<file path="config.mk">
export PLATFORM = sky130hd
export DESIGN_NAME = fp_adder_loader
export DESIGN_NICKNAME = d
export VERILOG_FILES = /design/src/rtl/fp_adder_loader_pkg.sv /design/src/rtl/fp_adder_loader_piso_shifter.sv /design/src/rtl/fp_adder_loader.sv
export SDC_FILE = /design/constraint.sdc
export NUM_CORES = 1
export LEC_CHECK = 0
export ABC_AREA = 1
export BUFFER_PORTS_ARGS = -buffer_cell sky130_fd_sc_hd__buf_2
export CORE_MARGIN = 3
export CORE_UTILIZATION = 35
export DETAILED_ROUTE_END_ITERATION = 10
export GPL_ROUTABILITY_DRIVEN = 0
export GPL_TIMING_DRIVEN = 0
export MAX_ROUTING_LAYER = met4
export SLEW_MARGIN = 20
export SYNTH_ARGS = -nofsm -noshare
export SYNTH_HDL_FRONTEND = slang
export SYNTH_HIERARCHICAL = 1
export SYNTH_SLANG_ARGS = --single-unit
</file>
<file path="constraint.sdc">
create_clock -name clk_in -period 3.8 [get_ports clk_in]
set_input_delay 0.38 -clock clk_in [delete_from_list [all_inputs] [get_ports clk_in]]
set_output_delay 0.38 -clock clk_in [all_outputs]
set_load 0.03 [all_outputs]
</file>
<file path="src/rtl/fp_adder_loader_pkg.sv">
// Shared definitions for the serial FP adder loader: FSM states, setup-byte
// layout and default operand/setup widths shared with the adder top.
package fp_adder_loader_pkg;

   typedef enum logic [2:0] {
      IDLE  = 3'd0,
      SETUP = 3'd1,
      DATA  = 3'd2,
      WAIT  = 3'd3,
      DONE  = 3'd4
   } state_e;

   localparam int SUBOP_MSB  = 7;
   localparam int SUBOP_LSB  = 5;
   localparam int LANE_LSB   = 1;
   localparam int CLKSEL_BIT = 0;

   localparam int DEF_WIDTH   = 16;
   localparam int DEF_SETUP_W = 8;
   localparam int CNT_W       = 7;

   function automatic logic [DEF_SETUP_W-1:0] build_setup(input logic [2:0] sub_op,
                                                          input logic [3:0] lane_en,
                                                          input logic       ext_clk_sel);
      logic [DEF_SETUP_W-1:0] s;
      s                       = '0;
      s[SUBOP_MSB:SUBOP_LSB]  = sub_op;
      s[LANE_LSB +: 4]        = lane_en;
      s[CLKSEL_BIT]           = ext_clk_sel;
      return s;
   endfunction

endpackage

</file>
<file path="src/rtl/fp_adder_loader_piso_shifter.sv">
// Parallel-load, MSB-first shift-out register. With ROTATE set the MSB wraps
// back into the LSB so the loaded word repeats every W shifts.
module piso_shifter #(
   parameter int W      = 16,
   parameter bit ROTATE = 1'b0
) (
   input  logic         clk,
   input  logic         rst,
   input  logic         load,
   input  logic         shift,
   input  logic [W-1:0] din,
   output logic         dout
);

   logic [W-1:0] sr_q, sr_d;

   always_comb begin
      sr_d = sr_q;
      if (load)
         sr_d = din;
      else if (shift)
         sr_d = {sr_q[W-2:0], ROTATE ? sr_q[W-1] : 1'b0};
   end

   always_ff @(posedge clk or posedge rst) begin
      if (rst) sr_q <= '0;
      else     sr_q <= sr_d;
   end

   assign dout = sr_q[W-1];

endmodule

</file>
<file path="src/rtl/fp_adder_loader.sv">
// Loader for the four-operand serial FP adder: captures one command, shifts the
// setup byte then the operands out under wr_out, then waits for input_rdy.
module fp_adder_loader
   import fp_adder_loader_pkg::*;
#(
   parameter int WIDTH   = DEF_WIDTH,
   parameter int SETUP_W = DEF_SETUP_W,
   parameter int TIMEOUT = 64
) (
   input  logic             clk_in,
   input  logic             rst_in,
   input  logic             cmd_valid,
   output logic             cmd_ready,
   input  logic [WIDTH-1:0] op_a,
   input  logic [WIDTH-1:0] op_b,
   input  logic [WIDTH-1:0] op_c,
   input  logic [WIDTH-1:0] op_d,
   input  logic [2:0]       sub_op,
   input  logic [3:0]       lane_en,
   input  logic             ext_clk_sel,
   input  logic             input_rdy_in,
   output logic             serial1_out,
   output logic             serial2_out,
   output logic             serial3_out,
   output logic             serial4_out,
   output logic             setup_serial_out,
   output logic             wr_out,
   output logic             busy,
   output logic             done,
   output logic             timeout_err
);

   localparam int NUM_LANES = 4;

   state_e           state_q, state_d;
   logic [CNT_W-1:0] cnt_q, cnt_d;
   logic             terr_q, terr_d;
   logic             load;

   always_comb begin
      state_d = state_q;
      cnt_d   = cnt_q + 1'b1;
      terr_d  = terr_q;
      load    = 1'b0;
      case (state_q)
         IDLE: begin
            cnt_d = '0;
            if (cmd_valid) begin
               load    = 1'b1;
               terr_d  = 1'b0;
               state_d = SETUP;
            end
         end
         SETUP: if (cnt_q == CNT_W'(SETUP_W-1)) begin
            state_d = DATA;
            cnt_d   = '0;
         end
         DATA: if (cnt_q == CNT_W'(WIDTH-1)) begin
            state_d = WAIT;
            cnt_d   = '0;
         end
         WAIT: begin
            // input_rdy takes priority over a timeout landing on the same cycle
            if (input_rdy_in) begin
               state_d = DONE;
               cnt_d   = '0;
            end else if (cnt_q == CNT_W'(TIMEOUT-1)) begin
               terr_d  = 1'b1;
               state_d = IDLE;
               cnt_d   = '0;
            end
         end
         DONE: begin
            state_d = IDLE;
            cnt_d   = '0;
         end
         default: begin
            state_d = IDLE;
            cnt_d   = '0;
         end
      endcase
   end

   always_ff @(posedge clk_in or posedge rst_in) begin
      if (rst_in) begin
         state_q <= IDLE;
         cnt_q   <= '0;
         terr_q  <= 1'b0;
      end else begin
         state_q <= state_d;
         cnt_q   <= cnt_d;
         terr_q  <= terr_d;
      end
   end

   logic shift_setup, shift_data;
   assign shift_setup = (state_q == SETUP) || (state_q == DATA);
   assign shift_data  = (state_q == DATA);

   // lane i drives serial(i+1); op_a sits on the top lane (serial4)
   logic [NUM_LANES-1:0][WIDTH-1:0] lane_din;
   logic [NUM_LANES-1:0]            lane_dout;
   assign lane_din = {op_a, op_b, op_c, op_d};

   for (genvar i = 0; i < NUM_LANES; i++) begin : g_lane
      piso_shifter #(.W(WIDTH), .ROTATE(1'b0)) u_lane (
         .clk   (clk_in),
         .rst   (rst_in),
         .load  (load),
         .shift (shift_data),
         .din   (lane_din[i]),
         .dout  (lane_dout[i])
      );
   end

   // rotating setup register re-sends S during DATA so the adder ends holding S
   logic setup_dout;
   piso_shifter #(.W(SETUP_W), .ROTATE(1'b1)) u_setup (
      .clk   (clk_in),
      .rst   (rst_in),
      .load  (load),
      .shift (shift_setup),
      .din   (SETUP_W'(build_setup(sub_op, lane_en, ext_clk_sel))),
      .dout  (setup_dout)
   );

   assign serial1_out      = shift_data & lane_dout[0];
   assign serial2_out      = shift_data & lane_dout[1];
   assign serial3_out      = shift_data & lane_dout[2];
   assign serial4_out      = shift_data & lane_dout[3];
   assign setup_serial_out = shift_setup & setup_dout;
   assign wr_out           = shift_setup;
   assign busy             = (state_q != IDLE);
   assign done             = (state_q == DONE);
   assign cmd_ready        = (state_q == IDLE);
   assign timeout_err      = terr_q;

endmodule
</file>
==> insert_results.sql, run 1 <==
INSERT INTO impl_metrics (metric_group, metric, value, unit) VALUES
('worst_setup_path', 'rrSetupSlack', '1.72', 'ns'),
('logic_synthesis', 'top_count_cell_post_synth', 'sky130_fd_sc_hd__nand2_1', ''),
('global_routing', 'grt.total_usage', '16.0', '%'),
('clock_tree', 'postCtsSetupBuffers', '0', ''),
('place', 'numPortBuffers', '85', ''),
('worst_setup_path', 'critPathArrivalTime', '2.30', 'ns'),
('clock_tree', 'h_tree_level_count', '3', ''),
('worst_setup_path', 'start_kind', 'flip-flop', ''),
('final_layout', 'fillers', '1174', ''),
('sta', 'timing.final.setup_violations', '0', ''),
('logic_synthesis', 'postSynthNetCount', '590', ''),
('routing', 'avgRoutedWirePerCell', '12.8', 'um'),
('die', 'core_region_area', '0.0116', 'mm^2'),
('die', 'top_level_ports', '86', ''),
('final_layout', 'post_layout_nonfiller_instances', '757', ''),
('logic_synthesis', 'synth.cell_area', '0.00418', 'mm^2'),
('power', 'power.density', '806', 'mW/mm^2'),
('sta', 'post-route-period-util', '54.7', '%'),
('place', 'hpwl', '7.05', 'mm'),
('worst_setup_path', 'setup.worst_path.end_class', 'flip-flop', ''),
('power', 'p_switching', '1.60', 'mW'),
('logic_synthesis', 'share_of_yosys_cell_area_claimed_by_the_top_area_cell_type', '49.6', '%'),
('worst_setup_path', 'worstPathRequired', '4.02', 'ns'),
('routing', 'dr.first_iter.drc_count', '265', ''),
('logic_synthesis', 'fraction_of_synthesis_flops_using_an_asynchronous_set_or_reset_pin', '100', '%'),
('logic_synthesis', 'synth_seq_cells', '83', ''),
('sta', 'max_slew_headroom_at_the_worst_pin', '48.7', '%'),
('global_routing', 'grt_max_degree', '17', ''),
('die', 'y_dimension_of_the_die', '115', 'um'),
('worst_setup_path', 'worstSetupPathType', 'flip-flop to flip-flop', ''),
('logic_synthesis', 'synth_cell_types', '24', ''),
('final_layout', 'postLayoutCoreUtil', '44.2', '%'),
('clock_tree', 'clk_transition_reported_paths', '0.06', 'ns'),
('logic_synthesis', 'synth_largest_area_cell', 'sky130_fd_sc_hd__dfrtp_1', ''),
('clock_tree', 'worst_skew_pair.late_latency', '0.35', 'ns'),
('routing', 'wirelength', '9.65', 'mm'),
('clock_tree', 'postCtsHoldBufs', '0', ''),
('worst_setup_path', 'cell_family_with_most_cp_delay', 'simple AND/OR/NAND/NOR gates', ''),
('sta', 'clock.fmax', '481', 'MHz'),
('sta', 'worst_clock_skew', '0.00699', 'ns'),
('routing', 'drtPass1Iterations', '4', ''),
('global_routing', 'grt_antenna_before_repair', '0', ''),
('sta', 'report.final.hold_viol_count', '0', ''),
('routing', 'drc', '0', ''),
('run_status', 'status', 'completed', ''),
('power', 'share_comb_of_total_power', '41.2', '%'),
('clock_tree', 'clock-sinks', '83', ''),
('clock_tree', 'cts.path.max_buffers', '2', ''),
('power', 'p_int', '2.52', 'mW'),
('logic_synthesis', 'netlist_top_cells_count', 'sky130_fd_sc_hd__nand2_1 (171), sky130_fd_sc_hd__nand3_1 (144), sky130_fd_sc_hd__dfrtp_1 (83), sky130_fd_sc_hd__inv_1 (29), sky130_fd_sc_hd__nor2_1 (24)', ''),
('worst_setup_path', 'slowest_delay', '0.61', 'ns'),
('clock_tree', 'tritoncts.num_buffers', '9', ''),
('worst_setup_path', 'crit_path_slowest_cell', 'sky130_fd_sc_hd__nor2_1', ''),
('power', 'cellLeakagePower', '2.68', 'nW'),
('clock_tree', 'clock-root-buffer', 'sky130_fd_sc_hd__clkbuf_16', ''),
('routing', 'dr_vias', '3640', ''),
('clock_tree', 'cts_resized', '0', ''),
('final_layout', 'drive_above_1_share', '24.4', '%'),
('clock_tree', 'clock_tree_from_tritoncts', 'done', ''),
('logic_synthesis', 'dominant_cells_by_area_after_synthesis', 'sky130_fd_sc_hd__dfrtp_1 (50%), sky130_fd_sc_hd__nand3_1 (17%), sky130_fd_sc_hd__nand2_1 (15%), sky130_fd_sc_hd__buf_6 (3.5%), sky130_fd_sc_hd__inv_1 (2.6%)', ''),
('min_path', 'worst_hold_path_type', 'input pin to async pin', ''),
('final_layout', 'final_net_count', '686', ''),
('power', 'seqPwrFrac', '35.6', '%'),
('worst_setup_path', 'r2r-start', 'state_q[0]', ''),
('power', 'p_clk_share', '23.3', '%'),
('final_layout', 'antenna-diode-count', '0', ''),
('logic_synthesis', 'post_synth_inst_count', '513', ''),
('die', 'dieWidth', '115', 'um'),
('place', 'dp.cells', '741', ''),
('die', 'fp.dieArea', '0.0133', 'mm^2'),
('logic_synthesis', 'seq_area_frac_synth', '49.6', '%');
-- cell type report --
class | instances | share of cell area, %
flip-flops and latches | 83 | 40.6
multi-input cells | 368 | 34.0
repair buffers | 85 | 8.31
clock buffers | 12 | 5.01
plain buffers | 26 | 4.57
well taps | 143 | 3.50
inverters | 36 | 2.64
clock inverters | 4 | 1.42
-- registers in the layout, summed over array words and instances, names as in the netlist --
signal / flops
timeout_err: 1
g_lane.u_lane/sr_q: 64
u_setup/sr_q: 8
state_q: 3
cnt_q: 7
-- how the worst max path moves through the flow --
stage | cells after the start | slack [ns] | endpoint | from
6_report | 8 | 1.72 | g_lane[0].u_lane/sr_q[9] | state_q[0]
5_1_grt | 8 | 1.54 | g_lane[1].u_lane/sr_q[11] | state_q[0]
4_1_cts | 8 | 1.67 | g_lane[0].u_lane/sr_q[9] | state_q[0]
3_5_place_dp | 8 | 1.70 | g_lane[0].u_lane/sr_q[9] | state_q[0]
3_3_place_gp | 8 | 1.69 | g_lane[2].u_lane/sr_q[5] | state_q[0]
2_1_floorplan | 8 | 1.94 | g_lane[0].u_lane/sr_q[13] | state_q[0]
-- power by group through the flow --
stage               clock, mW  combinational [mW]  sequential (mW)
global route             1.03                1.94             1.52
global placement            0                1.69             1.46
finish                  0.960                1.70             1.47
detailed placement          0                1.72             1.48
CTS                     0.998                1.73             1.47
floorplan                   0                1.35             1.42
-- stage by stage --
step,setup slack (ns),power [mW],cell area [um^2]
global route,1.54,4.50,5120
global placement,1.69,3.16,4790
detailed placement,1.70,3.20,4790
floorplan,1.94,2.78,4180
finish,1.72,4.12,5120
CTS,1.67,4.19,5120
-- routing by layer --
metal	routed length [um]	share of wire [%]	global-route usage [%]
met1	4590	48	20.8
met2	4390	45	23.9
met3	567	5.9	5.21
met4	103	1.1	4.93
met5	0	0	-
-- cell usage in the layout (no fill, tap or decap) --
cell                         count
sky130_fd_sc_hd__nor2_2          2
sky130_fd_sc_hd__nor2_4          3
sky130_fd_sc_hd__inv_1          29
sky130_fd_sc_hd__clkbuf_16       9
sky130_fd_sc_hd__xnor2_1         1
sky130_fd_sc_hd__clkinv_2        1
sky130_fd_sc_hd__nand2_1       171
sky130_fd_sc_hd__a21oi_1         1
sky130_fd_sc_hd__buf_2          89
sky130_fd_sc_hd__nor2_1         24
sky130_fd_sc_hd__dfrtp_1        83
sky130_fd_sc_hd__xor2_1          3
sky130_fd_sc_hd__clkbuf_8        2
sky130_fd_sc_hd__clkbuf_1        1
sky130_fd_sc_hd__bufinv_16       2
sky130_fd_sc_hd__nand2_2         4
sky130_fd_sc_hd__o21bai_1        2
sky130_fd_sc_hd__buf_4           9
sky130_fd_sc_hd__a211oi_2        1
sky130_fd_sc_hd__o21ai_0         2
sky130_fd_sc_hd__nand4_1         1
sky130_fd_sc_hd__o21ai_1         1
sky130_fd_sc_hd__nand3_2         1
sky130_fd_sc_hd__inv_2           7
sky130_fd_sc_hd__nor2_8          4
sky130_fd_sc_hd__buf_6          13
sky130_fd_sc_hd__ha_1            1
sky130_fd_sc_hd__clkinvlp_4      1
sky130_fd_sc_hd__nand2_4         2
sky130_fd_sc_hd__nand3_1       144
-- kinds of logic after synthesis --
group,share of synthesized area [%]
XOR/XNOR,0.837
adder cells (fa/ha/maj),0.299
AND/OR/NAND/NOR,39.3
AO/OA/AOI/OAI,1.14
flip-flops,49.6
buffers and inverters,8.82
Power figures use the tool's default switching activity.
==> run 2, diff against run 1 <==
==> constraint.sdc (replaced) <==
create_clock -name clk_in -period 1.9 [get_ports clk_in]
set_input_delay 0.19 -clock clk_in [delete_from_list [all_inputs] [get_ports clk_in]]
set_output_delay 0.19 -clock clk_in [all_outputs]
set_load 0.03 [all_outputs]
==> run 2 against run 1 <==
First-iteration DRC count up 5.7%. Clock power increased by 100%. Sequential share of layout area down 0.22 points. Design area up 0.54%. Critical path depth down 2. Largest power group unchanged.
==> insert_results.sql, run 2 (same netlist as run 1, synthesis figures left out) <==
INSERT INTO impl_metrics (metric_group, metric, value, unit) VALUES
('run_status', 'status', 'completed', ''),
('worst_setup_path', 'critPathArrivalTime', '1.59', 'ns'),
('routing', 'dr_vias', '3642', ''),
('worst_setup_path', 'setup.worst_path.end_class', 'output port', ''),
('worst_setup_path', 'start_kind', 'flip-flop', ''),
('sta', 'tightest_slew', '0.644', 'ns'),
('global_routing', 'first_global_vias', '3485', ''),
('worst_setup_path', 'worstPathRequired', '1.71', 'ns'),
('worst_setup_path', 'slowest_delay', '0.42', 'ns'),
('final_layout', 'layout_top_registers', 'g_lane.u_lane/sr_q (64), u_setup/sr_q (8), cnt_q (7)', ''),
('die', 'fp.dieArea', '0.0133', 'mm^2'),
('clock_tree', 'h_tree_level_count', '3', ''),
('min_path', 'worst_hold_path_type', 'input pin to flip-flop', ''),
('power', 'power.density', '1610', 'mW/mm^2'),
('routing', 'drtPass1Iterations', '4', ''),
('final_layout', 'layout_commonest_cell', 'sky130_fd_sc_hd__nand2_1', ''),
('final_layout', 'drive_above_1_share', '24.9', '%'),
('die', 'dieWidth', '115', 'um'),
('die', 'initial_core_util', '36.2', '%'),
('routing', 'avgRoutedWirePerCell', '12.8', 'um'),
('run', 'maximum_capacitance_violations', '0', ''),
('final_layout', 'antenna-diode-count', '0', ''),
('sta', 'finalCriticalPeriod', '1.78', 'ns'),
('sta', 'clock.fmax', '561', 'MHz'),
('routing', 'wirelength', '9.70', 'mm'),
('sta', 'maxSlewViolCount', '0', ''),
('sta', 'setup_repair_after_global_routing_missed_its_margin', 'true', ''),
('final_layout', 'layout-area-overhead-vs-synth', '23.0', '%'),
('sta', 'worst_clock_skew', '0.00715', 'ns'),
('worst_setup_path', 'worstPathCellList', 'nor2_2 > nand2_4 > nand2_2 > inv_1 > nor2_1 > buf_2', ''),
('global_routing', 'grt.total_usage', '16.0', '%'),
('global_routing', 'grt_max_degree', '17', ''),
('final_layout', 'top_register', 'g_lane.u_lane/sr_q', ''),
('routing', 'dr.first_iter.drc_count', '280', ''),
('power', 'cellLeakagePower', '2.69', 'nW'),
('routing', 'ant_nets', '0', ''),
('die', 'y_dimension_of_the_die', '115', 'um'),
('clock_tree', 'clock-sinks', '83', ''),
('clock_tree', 'clock-root-buffer', 'sky130_fd_sc_hd__clkbuf_16', ''),
('final_layout', 'postLayoutCoreUtil', '44.5', '%'),
('final_layout', 'final_net_count', '687', ''),
('final_layout', 'largest_reg_flops', '64', ''),
('worst_setup_path', 'worstSetupPathType', 'flip-flop to output port', ''),
('clock_tree', 'tritoncts.num_buffers', '9', ''),
('global_routing', 'grt_antenna_before_repair', '0', ''),
('place', 'numPortBuffers', '85', ''),
('sta', 'timing.final.setup_violations', '0', ''),
('die', 'top_level_ports', '86', ''),
('place', 'hpwl', '7.05', 'mm'),
('sta', 'finalHoldWorstSlack', '0.0476', 'ns'),
('sta', 'fin_tns_setup', '0', 'ns'),
('worst_setup_path', 'critPathMaxFanout', '7', ''),
('clock_tree', 'postCtsSetupBuffers', '0', ''),
('power', 'irDropWorstVdd', '0.641', 'mV'),
('worst_setup_path', 'critical_path.n_buffers_inverters', '2', ''),
('die', 'core_region_area', '0.0116', 'mm^2'),
('final_layout', 'layout_common_cells', 'sky130_fd_sc_hd__nand2_1 (169), sky130_fd_sc_hd__nand3_1 (144), sky130_fd_sc_hd__buf_2 (89)', ''),
('worst_setup_path', 'crit_path_slowest_cell', 'sky130_fd_sc_hd__dfrtp_1', ''),
('sta', 'max_slew_headroom_at_the_worst_pin', '57.0', '%'),
('global_routing', 'globalRoute.totalOverflow', '0', ''),
('clock_tree', 'cts.path.max_buffers', '2', ''),
('worst_setup_path', 'cell_family_with_most_cp_delay', 'simple AND/OR/NAND/NOR gates', ''),
('clock_tree', 'clock_tree_from_tritoncts', 'done', ''),
('sta', 'report.final.hold_viol_count', '0', ''),
('routing', 'vias_per_cell', '4.80', ''),
('clock_tree', 'clk_transition_reported_paths', '0.06', 'ns'),
('die', 'num_rows', '39', ''),
('clock_tree', 'worst_skew_pair.late_latency', '0.35', 'ns'),
('global_routing', 'grt_first_pass_wirelength', '16.4', 'mm'),
('sta', 'post-route-period-util', '93.8', '%'),
('routing', 'drc', '0', '');
-- run 2: cell type report --
| type | instances | area, um^2 |
|---|---|---|
| plain buffers | 26 | 234 |
| clock buffers | 12 | 256 |
| well taps | 143 | 179 |
| clock inverters | 4 | 72.6 |
| inverters | 36 | 135 |
| fillers | 1171 | 6420 |
| flip-flops and latches | 83 | 2080 |
| repair buffers | 86 | 435 |
| multi-input cells | 368 | 1760 |
-- run 2: worst min-delay path, stage by stage --
cell and delay (ns):
sky130_fd_sc_hd__buf_2 0.08, sky130_fd_sc_hd__nand2_1 0.04, sky130_fd_sc_hd__nand2_1 0.05
-- run 2: through the flow --
step	power, mW	cell area (um^2)	std cells	setup WS, ns
after floorplan	5.55	4180	513	0.0440
final	8.29	5140	758	0.119
after CTS	8.39	5130	758	0.00333
after detailed placement	6.40	4790	741	-0.198
after global placement	6.31	4790	741	-0.206
after global routing	9.03	5140	758	-0.0197
-- run 2: timing repair --
action / CTS / global route
gates resized for setup: 1 / 4
endpoints found under the setup margin: 72 / 45
hold endpoints to repair: 19 / 0
hold buffers: 1 / 0
-- run 2: worst paths after layout --
| path | slack [ns] | endpoint | cells past startpoint | start |
|---|---|---|---|---|
| worst min-delay path | 0.05 | g_lane[2].u_lane/sr_q[0] | 3 | op_b[0] |
| min in group asynchronous | 0.42 | u_setup/sr_q[6] | 3 | rst_in |
| worst max register to register | 0.18 | g_lane[0].u_lane/sr_q[9] | 8 | state_q[0] |
| worst min register to register | 0.46 | cnt_q[0] | 1 | cnt_q[0] |
| worst max-delay path | 0.12 | setup_serial_out | 6 | state_q[0] |
| max in group asynchronous | 0.92 | g_lane[1].u_lane/sr_q[9] | 3 | rst_in |
-- run 2: power breakdown --
part           internal, mW  switching, mW  total [mW]
Sequential             2.52          0.410        2.93
Clock                  1.22          0.698        1.92
Combinational          1.32           2.12        3.44
Total                  5.06           3.23        8.29
-- run 2: per-layer routing --
layer,wire length [um],global-route usage (%),vias up
li1,-,-,1848
met1,4590,20.8,1693
met2,4420,23.9,90
met3,575,5.21,11
met4,106,4.93,0
met5,0,-,-
==> run 3, diff against run 2 <==
--- a/config.mk
+++ b/config.mk
@@ -7,12 +7,14 @@
 export LEC_CHECK = 0
 export ABC_AREA = 1
 export BUFFER_PORTS_ARGS = -buffer_cell sky130_fd_sc_hd__buf_2
+export CAP_MARGIN = 20
 export CORE_MARGIN = 3
-export CORE_UTILIZATION = 35
+export CORE_UTILIZATION = 50
 export DETAILED_ROUTE_END_ITERATION = 10
-export GPL_ROUTABILITY_DRIVEN = 0
+export GPL_ROUTABILITY_DRIVEN = 1
 export GPL_TIMING_DRIVEN = 0
 export MAX_ROUTING_LAYER = met4
+export PLACE_DENSITY = 0.77
 export SLEW_MARGIN = 20
 export SYNTH_ARGS = -nofsm -noshare
 export SYNTH_HDL_FRONTEND = slang
==> run 3 against run 2 <==
Sequential share of layout area grew 1.1 points. Register-to-register slack is essentially flat. Non-clock buffer count is the same. Critical path depth is the same. Clock power shrank 19%. First-iteration DRC count shrank 45%. Combinational power is essentially flat. Utilization grew 19 points. Global-route usage grew 4.2 points. Wire length shrank 5.9%. Sequential power is essentially flat. Worst setup slack lost 0.049 ns. Critical path type unchanged. Largest cell class unchanged.
==> insert_results.sql, run 3 (same netlist as run 1, synthesis figures left out) <==
INSERT INTO impl_metrics (metric_group, metric, value, unit) VALUES
('final_layout', 'final_net_count', '687', ''),
('sta', 'tightest_slew', '0.613', 'ns'),
('sta', 'fin_worst_setup_slack', '0.0697', 'ns'),
('worst_setup_path', 'setup.worst_path.end_class', 'output port', ''),
('sta', 'post-route-period-util', '96.3', '%'),
('routing', 'vias_per_cell', '5.13', ''),
('clock_tree', 'clock_tree_from_tritoncts', 'done', ''),
('die', 'y_dimension_of_the_die', '97.5', 'um'),
('power', 'p_clk_share', '19.7', '%'),
('global_routing', 'first_global_vias', '3486', ''),
('final_layout', 'largest_reg_flops', '64', ''),
('clock_tree', 'clk_transition_reported_paths', '0.08', 'ns'),
('power', 'cellLeakagePower', '2.64', 'nW'),
('clock_tree', 'worst_skew_pair.late_latency', '0.34', 'ns'),
('run_status', 'status', 'completed', ''),
('die', 'fp.dieArea', '0.00950', 'mm^2'),
('routing', 'drtPass1Iterations', '4', ''),
('power', 'finalPower', '7.89', 'mW'),
('sta', 'worst_clock_skew', '0.00915', 'ns'),
('final_layout', 'fillers', '698', ''),
('power', 'power.density', '1580', 'mW/mm^2'),
('clock_tree', 'clock-sinks', '83', ''),
('sta', 'finalCriticalPeriod', '1.83', 'ns'),
('die', 'initial_core_util', '52.8', '%'),
('power', 'sw_frac_of_total', '39.6', '%'),
('die', 'top_level_ports', '86', ''),
('die', 'num_rows', '32', ''),
('global_routing', 'globalRoute.totalOverflow', '0', ''),
('min_path', 'min_path_cells', '3', ''),
('min_path', 'worst_hold_path_type', 'input pin to flip-flop', ''),
('clock_tree', 'clock-root-buffer', 'sky130_fd_sc_hd__clkbuf_8', ''),
('worst_setup_path', 'rr_worst_depth', '8', ''),
('final_layout', 'layout-area-overhead-vs-synth', '19.6', '%'),
('final_layout', 'drive_above_1_share', '24.8', '%'),
('power', 'irDropWorstVdd', '0.681', 'mV'),
('place', 'placement.setup.worst_slack', '-0.151', 'ns'),
('place', 'gp_congestion', '0.890', ''),
('sta', 'timing.final.setup_violations', '0', ''),
('power', 'share_comb_of_total_power', '43.2', '%'),
('die', 'core_region_area', '0.00793', 'mm^2'),
('routing', 'dr_vias', '3675', ''),
('place', 'hpwl', '6.77', 'mm'),
('final_layout', 'postLayoutCellArea', '0.00501', 'mm^2'),
('die', 'dieWidth', '97.5', 'um'),
('worst_setup_path', 'worstSetupPathType', 'flip-flop to output port', ''),
('routing', 'drc', '0', ''),
('place', 'dpl-instance-area', '0.00474', 'mm^2'),
('power', 'p_int', '4.77', 'mW'),
('sta', 'setup_repair_after_global_routing_missed_its_margin', 'true', ''),
('clock_tree', 'h_tree_level_count', '3', ''),
('run', 'maximum_capacitance_violations', '0', ''),
('worst_setup_path', 'critPathMaxFanout', '7', ''),
('sta', 'maxSlewViolCount', '0', ''),
('power', 'p_switching', '3.13', 'mW'),
('routing', 'ant_nets', '0', ''),
('clock_tree', 'cts.path.max_buffers', '2', ''),
('global_routing', 'grt.total_usage', '20.2', '%'),
('sta', 'max_slew_headroom_at_the_worst_pin', '59.1', '%'),
('routing', 'avgRoutedWirePerCell', '12.7', 'um'),
('final_layout', 'layout_top_registers', 'g_lane.u_lane/sr_q (64), u_setup/sr_q (8), cnt_q (7)', ''),
('worst_setup_path', 'start_kind', 'flip-flop', ''),
('final_layout', 'layout_commonest_cell', 'sky130_fd_sc_hd__nand2_1', ''),
('place', 'numPortBuffers', '85', ''),
('global_routing', 'grt_antenna_before_repair', '0', ''),
('routing', 'dr.first_iter.drc_count', '154', ''),
('worst_setup_path', 'critPathArrivalTime', '1.64', 'ns'),
('final_layout', 'top_register', 'g_lane.u_lane/sr_q', ''),
('clock_tree', 'tritoncts.num_buffers', '9', ''),
('final_layout', 'antenna-diode-count', '0', ''),
('place', 'dp.cells', '700', ''),
('final_layout', 'layout_common_cells', 'sky130_fd_sc_hd__nand2_1 (170), sky130_fd_sc_hd__nand3_1 (144), sky130_fd_sc_hd__buf_2 (89)', ''),
('routing', 'wirelength', '9.12', 'mm'),
('worst_setup_path', 'worstPathRequired', '1.71', 'ns'),
('sta', 'report.final.hold_viol_count', '0', ''),
('final_layout', 'post_layout_nonfiller_instances', '716', ''),
('power', 'seqPwrFrac', '37.1', '%'),
('global_routing', 'grt_first_pass_wirelength', '15.5', 'mm'),
('clock_tree', 'postCtsSetupBuffers', '0', ''),
('sta', 'clock.fmax', '546', 'MHz'),
('global_routing', 'grt_max_degree', '17', '');
[run 3: worst paths after layout]
path	slack (ns)	startpoint	to
setup / recovery	0.07	state_q[0]	setup_serial_out
hold reg to reg	0.47	cnt_q[0]	cnt_q[0]
hold / removal	0.04	op_a[0]	g_lane[3].u_lane/sr_q[0]
max in group asynchronous	0.97	rst_in	g_lane[2].u_lane/sr_q[1]
min in group asynchronous	0.40	rst_in	u_setup/sr_q[3]
setup reg to reg	0.17	state_q[0]	g_lane[0].u_lane/sr_q[4]
[run 3: power by group through the flow]
stage	clock, mW	combinational [mW]	sequential, mW
after floorplan	0	2.71	2.85
after global placement	0	3.33	2.92
after detailed placement	0	3.44	2.95
after CTS	1.58	3.45	2.92
after global routing	1.65	3.88	3.02
final	1.56	3.41	2.92
[run 3: critical path: stages (launching register included)]
cell	delay, ns
sky130_fd_sc_hd__dfrtp_1	0.44
sky130_fd_sc_hd__nor2_2	0.17
sky130_fd_sc_hd__nand2_2	0.16
sky130_fd_sc_hd__nand2_2	0.14
sky130_fd_sc_hd__inv_1	0.07
sky130_fd_sc_hd__nor2_1	0.11
sky130_fd_sc_hd__buf_2	0.21
[run 3: timing repair]
action                                  4_1_cts  5_1_grt
endpoints found under the setup margin       72       44
pin swaps                                     0        0
endpoints found under the hold margin        72        0
resized for setup                             1        2
hold buffers                                  1        0
[run 3: cell type report]
type / instances / area [um^2] / area share (%)
flip-flops and latches: 83 / 2080 / 41.5
multi-input cells: 368 / 1750 / 34.9
repair buffers: 86 / 435 / 8.70
plain buffers: 26 / 234 / 4.67
clock buffers: 11 / 151 / 3.02
inverters: 36 / 135 / 2.70
well taps: 102 / 128 / 2.55
clock inverters: 4 / 97.6 / 1.95
[run 3: metal layers]
layer	part of all wire (%)	track usage, %	vias to the layer above
li1	-	-	1847
met1	46	27.4	1700
met2	47	30.8	115
met3	5.0	3.37	13
met4	1.2	7.45	0
met5	0	-	-
[run 3: through the flow]
stage / hold WS [ns] / utilization (%) / setup TNS, ns
5_1_grt: 0.0314 / 63.1 / -0.103
4_1_cts: 0.0264 / 63.1 / 0
3_3_place_gp: 0.223 / 59.8 / -6.55
6_report: 0.0387 / 63.1 / 0
3_5_place_dp: 0.227 / 59.8 / -5.91
2_1_floorplan: 0.00566 / - / 0
